[config.mk]
export PLATFORM = sky130hd
export DESIGN_NAME = ifetch_byte_unit
export DESIGN_NICKNAME = d
export VERILOG_FILES = /design/src/rtl/ifetch_pkg.sv /design/src/rtl/ifetch_asm_reg.sv /design/src/rtl/ifetch_byte_unit.sv
export SDC_FILE = /design/constraint.sdc
export NUM_CORES = 1
export LEC_CHECK = 0
export BUFFER_PORTS_ARGS = -buffer_cell sky130_fd_sc_hd__clkbuf_2
export CAP_MARGIN = 5
export CORE_MARGIN = 3
export CORE_UTILIZATION = 54
export DETAILED_ROUTE_END_ITERATION = 7
export PLACE_DENSITY_LB_ADDON = 0.25
export SLEW_MARGIN = 5
export SYNTH_ARGS = -nofsm -noshare
export SYNTH_HDL_FRONTEND = slang
export SYNTH_SLANG_ARGS = --single-unit
[constraint.sdc]
create_clock -name clk -period 3.1 [get_ports clk]
set_input_delay 0.465 -clock clk [delete_from_list [all_inputs] [get_ports clk]]
set_output_delay 0.465 -clock clk [all_outputs]
set_load 0.005 [all_outputs]
[src/rtl/ifetch_pkg.sv]
// ifetch_pkg: shared FSM state type and constants for the byte-serial instruction fetch unit
package ifetch_pkg;
    typedef enum logic {FETCH, HOLD} state_t;
    localparam int INST_BYTES = 4;
    localparam logic [31:0] RESET_PC_DEFAULT = 32'h0;
endpackage

[src/rtl/ifetch_asm_reg.sv]
// ifetch_asm_reg: big-endian byte-lane assembly register, lane selected by byte counter
module ifetch_asm_reg
    import ifetch_pkg::*;
(
    input  logic        clk,
    input  logic        rst,
    input  logic        we,
    input  logic [1:0]  cnt,
    input  logic [7:0]  data,
    output logic [31:0] word
);
    // byte 0 lands in the top lane: ~cnt maps 0..3 onto lanes 3..0
    always_ff @(posedge clk) begin
        if (rst) word <= '0;
        else if (we) word[{~cnt, 3'b000} +: 8] <= data;
    end
endmodule

[src/rtl/ifetch_byte_unit.sv]
// ifetch_byte_unit: fetches 32-bit instructions one byte per cycle and presents them with a valid/ready handshake
// Optional macro IFETCH_ALIGN_CHECK_EN: reject redirects to non-word-aligned targets and raise sticky misalign_err.
module ifetch_byte_unit
    import ifetch_pkg::*;
#(
    parameter int          IMEM_AW  = 5,
    parameter logic [31:0] RESET_PC = RESET_PC_DEFAULT
) (
    input  logic               clk,
    input  logic               rst,
    output logic [IMEM_AW-1:0] imem_addr,
    input  logic [7:0]         imem_rdata,
    input  logic               redirect_valid,
    input  logic [31:0]        redirect_pc,
    output logic               inst_valid,
    input  logic               inst_ready,
    output logic [31:0]        inst,
    output logic [31:0]        inst_pc,
    output logic [31:0]        pc_plus4,
    output logic               misalign_err
);
    state_t      state;
    logic [31:0] pc;
    logic [1:0]  cnt;
    logic        redir_ok;

`ifdef IFETCH_ALIGN_CHECK_EN
    assign redir_ok = redirect_valid && (redirect_pc[1:0] == 2'b00);
    // a rejected misaligned redirect latches the error until reset
    always_ff @(posedge clk) begin
        if (rst) misalign_err <= 1'b0;
        else if (redirect_valid && (redirect_pc[1:0] != 2'b00)) misalign_err <= 1'b1;
    end
`else
    assign redir_ok = redirect_valid;
    assign misalign_err = 1'b0;
`endif

    // cnt is cleared on entering HOLD, so the same expression yields pc[IMEM_AW-1:0] there
    assign imem_addr = pc[IMEM_AW-1:0] + IMEM_AW'(cnt);

    ifetch_asm_reg u_asm (
        .clk  (clk),
        .rst  (rst),
        .we   (state == FETCH && !redir_ok),
        .cnt  (cnt),
        .data (imem_rdata),
        .word (inst)
    );

    // fetch FSM: reset beats redirect, redirect beats capture and handshake
    always_ff @(posedge clk) begin
        if (rst) begin
            state      <= FETCH;
            pc         <= RESET_PC;
            cnt        <= 2'd0;
            inst_valid <= 1'b0;
            inst_pc    <= RESET_PC;
            pc_plus4   <= RESET_PC + 32'(INST_BYTES);
        end else if (redir_ok) begin
            state      <= FETCH;
            pc         <= redirect_pc;
            cnt        <= 2'd0;
            inst_valid <= 1'b0;
        end else if (state == FETCH) begin
            if (cnt == 2'(INST_BYTES - 1)) begin
                state      <= HOLD;
                cnt        <= 2'd0;
                inst_valid <= 1'b1;
                inst_pc    <= pc;
                pc_plus4   <= pc + 32'(INST_BYTES);
            end else begin
                cnt <= cnt + 2'd1;
            end
        end else if (inst_ready) begin
            state      <= FETCH;
            pc         <= pc + 32'(INST_BYTES);
            inst_valid <= 1'b0;
        end
    end
endmodule

==> results of run 1 <==
==> synthesized netlist by cell type (12+ instances only) <==
cell type | n | area, µm²
dfxtp_1 | 130 | 2600
nor2_1 | 97 | 364
nand2_1 | 89 | 334
clkbuf_1 | 43 | 161
a21oi_1 | 36 | 180
a22oi_1 | 32 | 240
a311oi_1 | 31 | 272
a211oi_1 | 22 | 165
or4_1 | 17 | 128
o31ai_1 | 16 | 120
buf_2 | 14 | 70.1
nand3_1 | 14 | 70.1
nand4_1 | 14 | 87.6
xnor2_1 | 13 | 114
inv_1 | 12 | 45.0
o21ai_0 | 12 | 60.1
or3_1 | 12 | 75.1
==> flip-flops by register name, indices dropped and copies added (netlist names) <==
register and cells:
pc_plus4 30, state 1, pc 32, inst_valid 1, cnt 2, inst_pc 32
u_asm.word 32
==> worst paths after layout <==
check                                      from  slack, ps           end
worst max-delay path                     cnt[0]        220  imem_addr[4]
worst min-delay path            redirect_pc[23]        190        pc[23]
worst max register to register            pc[2]        400  pc_plus4[30]
worst min register to register      inst_pc[21]        450   inst_pc[21]
==> worst max-delay path, cell delays in order, from the launching register on <==
cell	delay [ps]
dfxtp_1	550
ha_1	260
inv_1	60
fa_1	410
or2b_1	250
xnor2_1	210
clkbuf_2	150
==> stage by stage <==
step	hold slack, ps	cell area, µm²	power, W	utilization, %	std cells
2_1_floorplan	448	6040	0.00196	-	720
3_3_place_gp	444	6680	0.00204	61.4	941
3_5_place_dp	448	6680	0.00205	61.4	941
4_1_cts	167	7270	0.00403	66.7	973
5_1_grt	186	7270	0.00414	66.7	973
6_report	189	7270	0.00401	66.7	973
==> metal layers <==
metal	vias up	wire (µm)	global-route usage (%)
met5	-	0	0
met4	0	406	9.41
met3	44	1430	6.79
met2	285	7720	40.9
met1	2717	7350	37.2
li1	2809	-	-
==> kinds of logic (layout without fill, tap and decap cells) <==
logic type | after synthesis | count (layout) | synth area share (%)
adders and majority gates | 9 | 9 | 1.99
buffers and inverters | 85 | 198 | 6.38
other | 1 | 1 | 0.0620
AOI/OAI and AO/OA | 163 | 163 | 19.2
xor gates and xnor gates | 24 | 24 | 3.48
muxes | 3 | 3 | 0.497
DFF | 130 | 130 | 43.1
and+or+nand+nor | 305 | 305 | 25.3
==> where the power goes <==
group / total, W / switching, W / internal, W / leakage, nW
clock network: 0.00199 / 0.000729 / 0.00126 / 0.281
registers: 0.00179 / 0.0000762 / 0.00171 / 1.06
logic: 0.000233 / 0.000135 / 0.0000975 / 1.36
==> layout make-up <==
cell class                      instances  share of cell area, %
Clock buffer                           22                   6.23
Clock inverter                         10                   1.83
Inverter                               12                  0.620
Multi-Input combinational cell        505                   42.1
Sequential cell                       130                   35.8
Tap cell                              140                   2.41
Timing Repair Buffer                  154                   11.0
==> flow_summary.yaml, run 1 <==
logic_synthesis:
  ys_seq_area_share_pct: 43.1
  ys_warn_count: 0
  ys_ff_latch: 130
  syn-instance-count: 720
  synth-edff-count: 0
  async_flop_share_pct: 0
  synth_ff_type: "dfxtp_1"
  synth_nets: 773
  synth_area_per_cell_um2: 8.40
  synthesis.area_um2: 6040
  yosys.cell_types.count: 57
placed_design:
  pre_cts_slack_ps: 496
  portBuffers: 145
  dp_hpwl_um: 11800
  place_congestion: 0.871
timing:
  setup_viol: 0
  rsz0062_at_grt: "false"
  tns_ps: 0
  fmax_ghz: 0.347
  finClkSkew_ps: 7.65
  slew_headroom_pct: 42.2
  finalCritPeriodShare_pct: 92.9
  finalHoldViolations: 0
  finalWorstSetupSlack_ps: 220
  drv_slew: 0
  period_minus_slack_ps: 2880
  tightest_slew_ps: 860
global_route:
  grt_max_degree: 49
  first_global_vias: 5472
  grt_use_total_pct: 26.9
  grt_first_pass_wirelength_um: 27500
  overflow: 0
  antenna_found_initial: 0
clock_tree:
  cts-htree-levels: 4
  clk_latency_ps: 530
  cts_root_buf: "clkbuf_8"
  cts_tree: "yes"
  clk_pin_slew_ps: 60
  cts_made_buffers: 17
  cts_buffer_depth: 2
  cts.repair.resized: 0
  postCtsSetupBuffers: 0
  cts_hold_buf: 0
  cts_sinks: 130
power_and_ir_drop:
  power.leakage_nw: 2.70
  peakVddDrop_mv: 0.472
  power_density_nw_per_um2: 552
setup_path:
  critical_path_class: "reg2out"
  startpoint_type: "flip-flop"
  critPathCaptureType: "output pin"
  worstPathArrival_ps: 2420
  required_ps: 2630
  worstPathMaxFanout: 11
  r2r_cells: 5
floorplan:
  floorplan.die_area_um2: 12500
  dieWidth_um: 112
  rows: 38
  core_area_um2: 10900
  start_util_pct: 55.5
  dieHeight_um: 112
  ioPinCount: 147
min_path:
  min_path_type: "in2reg"
  holdPathStages: 3
detailed_routing:
  first_pass_iters: 6
  drtAntennaViolNets: 0
  vias_per_cell: 6.02
  drt_iter0_markers: 587
  route.vias.total: 5855
  finalWirelength_um: 16900
  wl_per_cell_um: 17.4
  drc: 0
final_layout:
  final_layout_size_suffix_gt1_share_pct: 23.9
  final_common_cell: "clkbuf_2"
  regArea_um2: 2600
  fin_nets: 873
  antennaDiodeCount: 0
  nFillCells: 898
  most-common-layout-cells: "144 x clkbuf_2, 130 x dfxtp_1, 97 x nor2_1"
  area_delta_synth_final_pct: 20.2
  multiInputGateArea_um2: 3060
outcome:
  status: "finished, final reports clean"
job:
  drv_cap: 0
No activity file was read; power rests on OpenSTA's default activity.
==> run 2, diff against run 1 <==
clock period = 3 ns   (was 3.1 ns; I/O delays follow)
==> run 2 against run 1 <==
First-iteration DRC count rose by 26%. Non-clock buffer count up 2. Critical path depth unchanged. Hold slack worse by 25 ps. Global-route usage decreased by 0.11 points. Clock skew down 1.7 ps. Die area unchanged. Clock power grew 17%. Sequential share of layout area is 0.50 points lower. Combinational power grew 6%. Sequential cell count unchanged. Register-to-register slack got worse by 70 ps. Critical endpoint unchanged. Highest routed layer unchanged.
==> flow_summary.yaml, run 2 (synthesis results as in run 1) <==
detailed_routing:
  finalWirelength_um: 17200
  first_pass_iters: 5
  drt_iter0_markers: 738
  route.vias.total: 5943
  drc: 0
  drtAntennaViolNets: 0
  vias_per_cell: 6.10
  wl_per_cell_um: 17.6
timing:
  finalWorstSetupSlack_ps: 263
  rsz0062_at_grt: "false"
  tightest_slew_ps: 771
  finalCritPeriodShare_pct: 91.2
  setup_viol: 0
  period_minus_slack_ps: 2740
  slew_headroom_pct: 48.2
  finClkSkew_ps: 5.95
  fmax_ghz: 0.365
  tns_ps: 0
  finalHoldViolations: 0
  drv_slew: 0
final_layout:
  area_delta_synth_final_pct: 22.0
  top_regs: "inst_pc (32), pc (32), u_asm.word (32)"
  antennaDiodeCount: 0
  fin_nets: 875
  layout.cells.non_filler: 975
  final_common_cell: "clkbuf_2"
  final_layout_size_suffix_gt1_share_pct: 24.4
  most-common-layout-cells: "144 x clkbuf_2, 129 x dfxtp_1, 97 x nor2_1"
global_route:
  grt_use_total_pct: 26.8
  overflow: 0
  grt_max_degree: 54
  grt_first_pass_wirelength_um: 27300
  first_global_vias: 5541
  antenna_found_initial: 0
floorplan:
  dieWidth_um: 112
  core_area_um2: 10900
  dieHeight_um: 112
  start_util_pct: 55.5
  rows: 38
  floorplan.die_area_um2: 12500
  ioPinCount: 147
clock_tree:
  cts_made_buffers: 17
  clk_latency_ps: 530
  cts_tree: "yes"
  cts_sinks: 130
  cts_hold_buf: 0
  cts-htree-levels: 4
  clk_pin_slew_ps: 60
  cts_root_buf: "clkbuf_8"
  postCtsSetupBuffers: 0
  cts_buffer_depth: 2
  cts.repair.resized: 0
min_path:
  holdPathStages: 3
  hold_path_startpoint: "redirect_pc[1]"
  hold_end: "pc[1]"
  min_path_type: "in2reg"
setup_path:
  r2r_cells: 5
  startpoint_type: "flip-flop"
  worstPathMaxFanout: 11
  rr_startpoint: "pc[2]"
  critPathCaptureType: "output pin"
  ff2ff_setup_slack_ps: 330
  worstPathArrival_ps: 2290
  required_ps: 2550
  critical_path_class: "reg2out"
  regToRegEndpoint: "pc[28]"
placed_design:
  portBuffers: 145
  dp_hpwl_um: 11900
  pre_cts_slack_ps: 409
  dp.cells: 943
  place_congestion: 0.917
power_and_ir_drop:
  peakVddDrop_mv: 0.374
  power.leakage_nw: 2.75
  power_density_nw_per_um2: 599
job:
  drv_cap: 0
outcome:
  status: "finished, final reports clean"
run 2: cell type report:
type | instances | area, µm²
repair buffers | 156 | 823
multi-input cells | 505 | 3060
well taps | 140 | 175
flip-flops and latches | 130 | 2600
inverters | 12 | 45.0
fillers | 871 | 3520
clock buffers | 19 | 432
clock inverters | 13 | 231
run 2: metal layers:
metal / track usage, % / routed length (µm) / vias to the layer above
met3: 5.38 / 1480 / 43
met5: 0 / 0 / -
met1: 36.8 / 7300 / 2771
met2: 42.1 / 8020 / 323
met4: 9.33 / 373 / 0
li1: - / - / 2806
run 2: worst max path at each step:
stage / start / endpoint / slack, ps
finish: cnt[0] / imem_addr[4] / 260
global route: cnt[0] / imem_addr[4] / 160
CTS: cnt[0] / imem_addr[4] / 110
detailed placement: pc[2] / pc[28] / 410
global placement: pc[2] / pc[28] / 570
floorplan: pc[3] / pc[20] / 830
run 2: where the power goes:
part	total, W	switching [W]	internal, W
registers	0.00184	0.0000756	0.00177
clock network	0.00232	0.000780	0.00154
logic	0.000248	0.000146	0.000102
run 2: worst max-delay path: stages, from the launching register on:
cell	delay [ps]
dfxtp_2	460
ha_1	240
inv_1	60
fa_1	400
or2b_1	250
xnor2_1	200
clkbuf_2	150
run 2: stage by stage:
| stage | hold WS (ps) | area (µm²) | power, W | utilization [%] |
|---|---|---|---|---|
| after floorplan | 448 | 6040 | 0.00203 | - |
| after CTS | 155 | 7370 | 0.00443 | 67.7 |
| final | 164 | 7370 | 0.00441 | 67.7 |
| after detailed placement | 449 | 6710 | 0.00212 | 61.6 |
| after global placement | 444 | 6710 | 0.00211 | 61.6 |
| after global routing | 174 | 7370 | 0.00455 | 67.7 |
==> run 3, diff against run 2 <==
CORE_ASPECT_RATIO = 2   (was unset)
CTS_CLUSTER_SIZE = 40   (was unset)
SLEW_MARGIN = unset   (was 5)
==> run 3 against run 2 <==
Largest cell class unchanged. Count of clock-buffer cells in the layout fell by 2. Total power down 5.7%. Cell count rose by 1.2%. Sequential share of layout area is essentially flat. Clock power down 12%. Hold slack improved by 120 ps. Clock skew grew 1.8 ps. Design area about the same. Global-route usage up 4.3 points. Critical path type unchanged. Largest power group unchanged. Highest routed layer unchanged. Critical endpoint unchanged. Sequential cell count unchanged. Sequential power about the same. Maximum frequency down 0.12%.
==> flow_summary.yaml, run 3 (synthesis results as in run 1) <==
placed_design:
  dp_hpwl_um: 14000
  pre_cts_slack_ps: 419
  post_dp_cell_area_um2: 6790
  place_congestion: 0.973
  dp.cells: 955
  portBuffers: 145
clock_tree:
  cts_hold_buf: 0
  postCtsSetupBuffers: 0
  cts_tree: "yes"
  clk_pin_slew_ps: 60
  cts_sinks: 130
  clk_latency_ps: 420
  cts-htree-levels: 4
  cts_root_buf: "clkbuf_16"
  cts_made_buffers: 17
  cts_buffer_depth: 2
  cts.repair.resized: 0
power_and_ir_drop:
  power.total_w: 0.00416
  power_density_nw_per_um2: 565
  power_frac_seq_pct: 44.0
  switchingPower_w: 0.00105
  clkPwrFrac_pct: 49.1
  switching_share_pct: 25.3
  power.leakage_nw: 2.76
  pwr-share-comb_pct: 6.9
  p_int_w: 0.00311
  peakVddDrop_mv: 0.554
min_path:
  hold_path_startpoint: "redirect_pc[30]"
  min_path_type: "in2reg"
  holdPathStages: 3
  hold_end: "pc[30]"
detailed_routing:
  drt_iter0_markers: 482
  finalWirelength_um: 19000
  first_pass_iters: 5
  dr_wl_met3_um: 921
  vias_per_cell: 6.06
  route.vias.total: 5980
  wl_per_cell_um: 19.3
  drc: 0
  highest_layer: "met4"
  wl_met1_um: 6420
  drtAntennaViolNets: 0
  wl_met2_um: 10300
final_layout:
  layout.cells.non_filler: 987
  final_layout_size_suffix_gt1_share_pct: 25.5
  top_regs: "inst_pc (32), pc (32), u_asm.word (32)"
  multiInputGateArea_um2: 3060
  antennaDiodeCount: 0
  area_delta_synth_final_pct: 21.9
  fin_area_um2: 7370
  nFillCells: 938
  fin_nets: 887
  most-common-layout-cells: "144 x clkbuf_2, 130 x dfxtp_1, 97 x nor2_1"
  regArea_um2: 2600
  final_common_cell: "clkbuf_2"
floorplan:
  rows: 54
  ioPinCount: 147
  start_util_pct: 55.2
  dieHeight_um: 156
  dieWidth_um: 80.8
  core_area_um2: 10900
  floorplan.die_area_um2: 12600
timing:
  finalWorstSetupSlack_ps: 259
  fmax_ghz: 0.365
  setup_viol: 0
  tightest_slew_ps: 695
  finalHoldViolations: 0
  drv_slew: 0
  finClkSkew_ps: 7.79
  rsz0062_at_grt: "false"
  finalCritPeriodShare_pct: 91.4
  tns_ps: 0
  slew_headroom_pct: 53.3
  period_minus_slack_ps: 2740
setup_path:
  slowest_delay_ps: 600
  rr_startpoint: "pc[2]"
  crit_chain: "ha_1 > inv_1 > fa_1 > or2b_1 > xnor2_1 > clkbuf_2"
  startpoint_type: "flip-flop"
  ff2ff_setup_slack_ps: 370
  critical_path_class: "reg2out"
  cp_top_family: "adder cells"
  slowest_stage: "dfxtp_1"
  cp_num_buf_inv: 2
  worstPathArrival_ps: 2290
  r2r_cells: 5
  required_ps: 2550
  regToRegEndpoint: "pc[28]"
  worstPathMaxFanout: 11
  critPathCaptureType: "output pin"
global_route:
  grt_use_total_pct: 31.1
  antenna_found_initial: 0
  grt_max_degree: 48
  grt_first_pass_wirelength_um: 30000
  first_global_vias: 5998
  overflow: 0
outcome:
  status: "finished, final reports clean"
job:
  drv_cap: 0
==> run 3: per-stage QoR <==
step                utilization [%]  hold WS [ps]
floorplan                         -           448
global placement               62.0           445
detailed placement             62.0           447
CTS                            67.3           261
global route                   67.3           288
finish                         67.3           279
==> run 3: area by class of cell <==
type / instances / share of cell area, %
Tap cell: 140 / 2.38
Clock buffer: 17 / 5.77
Inverter: 12 / 0.611
Clock inverter: 15 / 2.14
Timing Repair Buffer: 168 / 12.2
Multi-Input combinational cell: 505 / 41.6
Sequential cell: 130 / 35.3
==> run 3: layer usage <==
layer / vias up / track usage, %
met5: - / 0
met4: 0 / 23.5
met3: 76 / 5.72
met2: 251 / 55.6
met1: 2827 / 30.5
li1: 2826 / -
==> run 3: how the worst max path moves through the flow <==
stage / depth (start not counted) / slack, ps / to / startpoint
detailed placement: 5 / 420 / pc[28] / pc[2]
floorplan: 6 / 830 / pc[20] / pc[3]
finish: 6 / 260 / imem_addr[4] / cnt[0]
global placement: 5 / 560 / pc_plus4[30] / pc[2]
CTS: 6 / 250 / imem_addr[4] / cnt[0]
global route: 6 / 150 / imem_addr[4] / cnt[0]
==> run 3: tightest hold or removal path, delay by kind of cell <==
kind	cells	cell delay (ps)
AOI/OAI and AO/OA	1	80
buffers and inverters	2	120
==> run 3: power groups by stage <==
| stage | sequential [W] | clock [W] | combinational (W) |
|---|---|---|---|
| final | 0.00183 | 0.00205 | 0.000285 |
| after global routing | 0.00184 | 0.00214 | 0.000311 |
| after CTS | 0.00183 | 0.00206 | 0.000284 |
| after detailed placement | 0.00187 | 0 | 0.000281 |
| after global placement | 0.00186 | 0 | 0.000275 |
| after floorplan | 0.00183 | 0 | 0.000193 |
